$ cat src/rtl/sprite_scroll_addr_gen.sv
// Per-pixel ROM address and hit flag for one vertically scrolling sprite on a 640x480 raster.
// Optional horizontal flip is built when SPRITE_MIRROR_EN is defined.
module sprite_scroll_addr_gen #(
   parameter int unsigned H_RES  = 640,
   parameter int unsigned V_RES  = 480,
   parameter int unsigned SPR_W  = 50,
   parameter int unsigned SPR_H  = 50,
   parameter int unsigned X0     = 295,
   parameter int unsigned Y_INIT = 0,
   parameter int unsigned ADDR_W = 17
) (
   input  logic              clk,
   input  logic              rst,
   input  logic [9:0]        h_cnt,
   input  logic [9:0]        v_cnt,
   input  logic              start,
   input  logic              pause,
   input  logic              stop,
   input  logic              bounce,
   input  logic [3:0]        speed,
   input  logic              mirror,
   output logic [ADDR_W-1:0] pixel_addr,
   output logic              in_sprite,
   output logic [9:0]        pos_y,
   output logic [1:0]        state
);

   localparam logic [10:0] L_HRES  = 11'(H_RES);
   localparam logic [10:0] L_VRES  = 11'(V_RES);
   localparam logic [10:0] L_SPRW  = 11'(SPR_W);
   localparam logic [10:0] L_SPRH  = 11'(SPR_H);
   localparam logic [10:0] L_X0    = 11'(X0);
   localparam logic [10:0] L_BOT   = 11'(V_RES - SPR_H);
   localparam logic [9:0]  L_YINIT = 10'(Y_INIT);

   typedef enum logic [1:0] {
      ST_IDLE = 2'b00,
      ST_RUN  = 2'b01,
      ST_HOLD = 2'b10
   } state_t;

   state_t            r_state;
   state_t            w_state_nxt;
   logic [9:0]        r_pos_y;
   logic              r_dir_up;
   logic [9:0]        w_pos_nxt;
   logic              w_dir_nxt;
   logic              r_v_prev;
   logic              r_frame_tick;
   logic              w_v_end;
   logic [10:0]       w_sum;
   logic [10:0]       w_h;
   logic [10:0]       w_v;
   logic [10:0]       w_p;
   logic [10:0]       w_pend;
   logic              w_hx;
   logic              w_hy;
   logic              w_vis;
   logic              w_hit;
   logic [10:0]       w_rx;
   logic [10:0]       w_ry;
   logic [ADDR_W-1:0] w_addr;
   logic [ADDR_W-1:0] r_pixel_addr;
   logic              r_in_sprite;

   // Frame tick: rising edge of v_cnt==V_RES against the previous-cycle compare.
   assign w_v_end = ({1'b0, v_cnt} == L_VRES);

   always_ff @(posedge clk or negedge rst) begin
      if (!rst) begin
         r_v_prev     <= 1'b0;
         r_frame_tick <= 1'b0;
      end else begin
         r_v_prev     <= w_v_end;
         r_frame_tick <= w_v_end & ~r_v_prev;
      end
   end

   always_ff @(posedge clk or negedge rst) begin
      if (!rst) begin
         r_state  <= ST_IDLE;
         r_pos_y  <= L_YINIT;
         r_dir_up <= 1'b0;
      end else begin
         r_state  <= w_state_nxt;
         r_pos_y  <= w_pos_nxt;
         r_dir_up <= w_dir_nxt;
      end
   end

   always_comb begin
      w_state_nxt = r_state;
      if (stop) begin
         w_state_nxt = ST_IDLE;
      end else begin
         case (r_state)
            ST_IDLE: if (start)  w_state_nxt = ST_RUN;
            ST_RUN:  if (pause)  w_state_nxt = ST_HOLD;
            ST_HOLD: if (!pause) w_state_nxt = ST_RUN;
            default: w_state_nxt = ST_IDLE;
         endcase
      end
   end

   always_comb begin
      w_sum     = {1'b0, r_pos_y} + {7'b0, speed};
      w_pos_nxt = r_pos_y;
      w_dir_nxt = r_dir_up;
      if (stop) begin
         w_pos_nxt = L_YINIT;
         w_dir_nxt = 1'b0;
      end else if (r_state == ST_RUN && r_frame_tick && speed != 4'd0) begin
         if (!bounce) begin
            w_pos_nxt = (w_sum >= L_VRES) ? 10'(w_sum - L_VRES) : w_sum[9:0];
         end else if (!r_dir_up) begin
            if (w_sum >= L_BOT) begin
               w_pos_nxt = L_BOT[9:0];
               w_dir_nxt = 1'b1;
            end else begin
               w_pos_nxt = w_sum[9:0];
            end
         end else begin
            if ({1'b0, r_pos_y} <= {7'b0, speed}) begin
               w_pos_nxt = '0;
               w_dir_nxt = 1'b0;
            end else begin
               w_pos_nxt = r_pos_y - {6'b0, speed};
            end
         end
      end
   end

   // Wrap mode lets the sprite straddle the bottom edge; the overflow rows reappear at the top.
   always_comb begin
      w_h    = {1'b0, h_cnt};
      w_v    = {1'b0, v_cnt};
      w_p    = {1'b0, r_pos_y};
      w_pend = w_p + L_SPRH;
      w_hx   = (w_h >= L_X0) && (w_h < L_X0 + L_SPRW);
      w_hy   = ((w_v >= w_p) && (w_v < w_pend)) ||
               (!bounce && (w_pend > L_VRES) && (w_v < w_pend - L_VRES));
      w_vis  = (w_h < L_HRES) && (w_v < L_VRES);
      w_hit  = w_hx && w_hy && w_vis;
      w_ry   = (w_v >= w_p) ? (w_v - w_p) : (w_v + L_VRES - w_p);
      w_rx   = w_h - L_X0;
`ifdef SPRITE_MIRROR_EN
      if (mirror) w_rx = L_SPRW - 11'd1 - w_rx;
`endif
      w_addr = ADDR_W'(w_ry) * ADDR_W'(SPR_W) + ADDR_W'(w_rx);
   end

`ifndef SPRITE_MIRROR_EN
   logic w_unused_mirror;
   assign w_unused_mirror = mirror;
`endif

   always_ff @(posedge clk or negedge rst) begin
      if (!rst) begin
         r_in_sprite  <= 1'b0;
         r_pixel_addr <= '0;
      end else begin
         r_in_sprite  <= w_hit;
         r_pixel_addr <= w_hit ? w_addr : '0;
      end
   end

   assign pixel_addr = r_pixel_addr;
   assign in_sprite  = r_in_sprite;
   assign pos_y      = r_pos_y;
   assign state      = r_state;

endmodule

$ cat config.mk
export PLATFORM = sky130hd
export DESIGN_NAME = sprite_scroll_addr_gen
export DESIGN_NICKNAME = d
export VERILOG_FILES = /design/src/rtl/sprite_scroll_addr_gen.sv
export SDC_FILE = /design/constraint.sdc
export NUM_CORES = 1
export LEC_CHECK = 0
export CAP_MARGIN = 15
export CORE_ASPECT_RATIO = 0.7
export CORE_MARGIN = 5
export CORE_UTILIZATION = 25
export DETAILED_ROUTE_END_ITERATION = 10
export PLACE_DENSITY = 0.47
export SLEW_MARGIN = 20
export SYNTH_ARGS = -nofsm -noshare
export SYNTH_HDL_FRONTEND = slang
export SYNTH_SLANG_ARGS = --single-unit
$ cat constraint.sdc
create_clock -name clk -period 7.5 [get_ports clk]
set_input_delay 2.25 -clock clk [delete_from_list [all_inputs] [get_ports clk]]
set_output_delay 2.25 -clock clk [all_outputs]
set_load 0.05 [all_outputs]
==> impl_metrics.py <==
metrics = {
    "timing": {
        "max_slew.worst_pin.slew_ps": 800,
        "finalHoldViolations": 0,
        "grt_setup_unrepaired": "true",
        "timing.final.ws_setup_ps": 173,
        "timing.final.crit_share_pct": 97.7,
        "clock_skew_ps": 7.78,
        "fin_tns_setup_ps": 0,
        "clock.fmax_mhz": 136,
        "slew_viol_final": 0,
        "setup_violations": 0,
        "max-slew-margin-rel_pct": 46.6,
        "timing.final.crit_period_ps": 7330,
    },
    "layout": {
        "final_nets": 970,
        "utilization_pct": 36.8,
        "areaGrowthSynthToFinish_pct": 44.2,
        "design_area_sq_mm": 0.00769,
        "insertedDiodeCount": 0,
        "num-fill-cells": 2177,
        "drive_above_1_share_pct": 24.2,
    },
    "clock_tree": {
        "cts.htree.levels": 2,
        "cts-root-to-sink-buffers": 2,
        "clk_pin_slew_ps": 50,
        "cts_sinks": 33,
        "numCtsBuffers": 5,
        "cts_tree": "built",
        "worstSkewPairLatency_ps": 290,
        "root_buffer": "sky130_fd_sc_hd__clkbuf_16",
    },
    "routing": {
        "top_signal_layer_used": "met4",
        "route.met2.wl_um": 5860,
        "drtPass1Iterations": 4,
        "drt_wl_cell_um": 14.4,
        "wl_met1_um": 9070,
        "wirelength_um": 15900,
        "drtIter0Drc": 264,
        "detailroute.via_count": 5139,
        "drc": 0,
        "post_detailed_route_via_to_cell_ratio": 4.65,
        "postRouteAntennaNets": 0,
        "met3_wirelength_um": 828,
    },
    "synthesis": {
        "post_synthesis_register_bit_count": 33,
        "yosysWarningCount": 0,
        "yosys.area.top_type": "sky130_fd_sc_hd__ha_1",
        "synthTopCellsByArea": "sky130_fd_sc_hd__ha_1, sky130_fd_sc_hd__dfrtp_1, sky130_fd_sc_hd__xnor2_1",
        "synth_cells": 654,
        "syn-mean-instance-area_sq_um": 8.15,
        "async_reset_ff_share_pct": 100,
        "synth_edf_count": 0,
        "netlist-cell-type-count": 61,
        "synth_top_area_share_pct": 22.8,
        "dominantRegCellSynth": "sky130_fd_sc_hd__dfrtp_1",
        "yosysSeqAreaShare_pct": 15.5,
        "mappedNetlistArea_sq_mm": 0.00533,
        "synthesis.nets": 797,
    },
    "floorplan": {
        "initial_utilization_pct": 25.5,
        "chipHeight_um": 132,
        "die-width_um": 185,
        "die-area_sq_mm": 0.0244,
        "fp.coreArea_sq_mm": 0.0209,
        "io_pins": 61,
        "rows": 44,
    },
    "place": {
        "post-dp-hpwl_um": 12700,
        "port_buffers": 59,
        "gp_congestion": 0.867,
        "placed_cell_area_sq_mm": 0.00699,
        "dpl_worst_slack_ps": -602,
    },
    "global_route": {
        "first_global_vias": 4785,
        "grt_pass1_wl_um": 25200,
        "globalRoute.totalOverflow": 0,
        "largest_net_degree_at_the_start_of_global_routing": 34,
        "number_of_antenna_violations_at_the_first_check_in_global_routing": 0,
        "grt_use_total_pct": 12.7,
    },
    "power": {
        "max-vdd-ir-drop_v": 0.000232,
        "pwr_density_cell_mw_per_mm2": 278,
        "post-layout-total-power_uw": 2130,
        "leakagePower_uw": 0.00346,
    },
    "worst_hold_path": {
        "hp-class": "reg -> reg",
        "hold_path.startpoint": "r_v_prev",
    },
    "setup_path": {
        "critical_path.startpoint": "v_cnt[3]",
        "worstPathArrival_ps": 7550,
        "cp_data_required_time_ps": 7720,
        "crit_path_class": "in -> reg",
        "reg2reg_from": "pos_y[4]",
        "start_kind": "input pin",
        "timing.critical_path.fanout_max": 5,
        "endpoint_kind": "flop",
    },
    "run": {
        "drv_cap": 0,
    },
    "outcome": {
        "outcome": "completed",
    },
}
[metal layers]
metal  GRT usage (%)  up-vias
met5               0        -
met1            21.8     2382
met3            2.12        8
met4            2.22        0
met2            15.9      109
li1                -     2640
[cell usage in the layout, fill, tap and decap left out, drive strengths merged, types with 6 or more instances in the layout]
cell             n
nor2b           10
o21a             6
a211oi           8
dfrtp           33
a21o            11
fa              15
clkdlybuf4s50   50
nand3           13
or3              9
xnor2           46
nor2            51
buf            120
a2111oi          6
ha              97
a21oi           49
o21ai           37
and3             7
dlygate4sd2      7
inv             78
clkbuf           7
nand2b           9
xor2            20
nand4            7
nand2           38
mux2             7
nor3            19
[stage by stage]
| step | std cells | hold slack, ps |
|---|---|---|
| floorplan | 654 | 384 |
| global placement | 1073 | 410 |
| detailed placement | 1073 | 403 |
| CTS | 1092 | 424 |
| global route | 1104 | 456 |
| finish | 1104 | 418 |
[synth_stat cells (all sizes together) (9+ instances only)]
cell type and n:
xnor2 46, o21ai 37, nor2b 10, a21oi 49
a21o 11, nand2b 9, nand2 38, fa 15
dfrtp 33, nand3 13, xor2 20, nor3 19
or3 9, ha 97, nor2 51, inv 78
clkbuf 10
[state kept, by name, indices dropped and copies added (netlist names)]
register      count
pixel_addr       17
pos_y            10
state             2
in_sprite         1
r_dir_up          1
r_frame_tick      1
r_v_prev          1
[final timing paths]
kind	slack (ps)	to	cells after the start
min in group asynchronous	2050	pixel_addr[8]	1
setup reg to reg	1430	pixel_addr[16]	23
max in group asynchronous	4940	pos_y[2]	1
hold / removal	420	r_frame_tick	1
setup / recovery	170	pixel_addr[16]	24
hold reg to reg	420	r_frame_tick	1
[logic make-up (layout without fill, tap and decap cells)]
family	count (synthesis)	count (layout)	share of synthesized area (%)
AO/OA/AOI/OAI	156	156	19.2
AND/OR/NAND/NOR	182	182	16.9
multiplexers	12	12	2.49
buffers and inverters	92	266	6.50
flip-flops	33	33	15.5
XOR/XNOR	66	66	10.8
adder cells (fa/ha/maj)	113	113	28.6
[final cells by class]
type | count | area [sq um] | area share (%)
Clock buffer | 7 | 143 | 1.86
Clock inverter | 1 | 30.0 | 0.391
Inverter | 81 | 304 | 3.96
Multi-Input combinational cell | 529 | 4550 | 59.2
Sequential cell | 33 | 826 | 10.7
Tap cell | 276 | 345 | 4.49
Timing Repair Buffer | 177 | 1490 | 19.4
[where the power goes]
part / internal, uW / switching (uW) / leakage (uW) / total (uW)
logic: 941 / 762 / 0.00292 / 1700
clock network: 166 / 83.1 / 0.0000841 / 249
registers: 180 / 1.62 / 0.000460 / 182
total: 1290 / 847 / 0.00346 / 2130
[timing repair]
action	in CTS	in global routing
hold buffers	0	0
endpoints found under the setup margin	7	6
cloned	1	0
pin swaps	21	41
setup buffers	10	12
gates resized for setup	46	36
[worst max-delay path, stage by stage]
cell and delay, ps:
sky130_fd_sc_hd__buf_8 100, sky130_fd_sc_hd__ha_4 160, sky130_fd_sc_hd__fa_2 400, sky130_fd_sc_hd__a211oi_2 250
sky130_fd_sc_hd__o22ai_2 120, sky130_fd_sc_hd__a2111oi_4 470, sky130_fd_sc_hd__buf_6 190, sky130_fd_sc_hd__buf_4 130
sky130_fd_sc_hd__buf_8 100, sky130_fd_sc_hd__mux2i_4 220, sky130_fd_sc_hd__inv_2 50, sky130_fd_sc_hd__ha_1 290
sky130_fd_sc_hd__ha_1 280, sky130_fd_sc_hd__inv_1 50, sky130_fd_sc_hd__fa_1 530, sky130_fd_sc_hd__inv_1 40
sky130_fd_sc_hd__ha_2 180, sky130_fd_sc_hd__or4_1 480, sky130_fd_sc_hd__a41o_1 270, sky130_fd_sc_hd__a21oi_2 170
sky130_fd_sc_hd__xnor2_2 150, sky130_fd_sc_hd__nand3_2 110, sky130_fd_sc_hd__or4_4 430, sky130_fd_sc_hd__a21oi_2 130
Note: power is estimated with default switching activity, not from simulation.
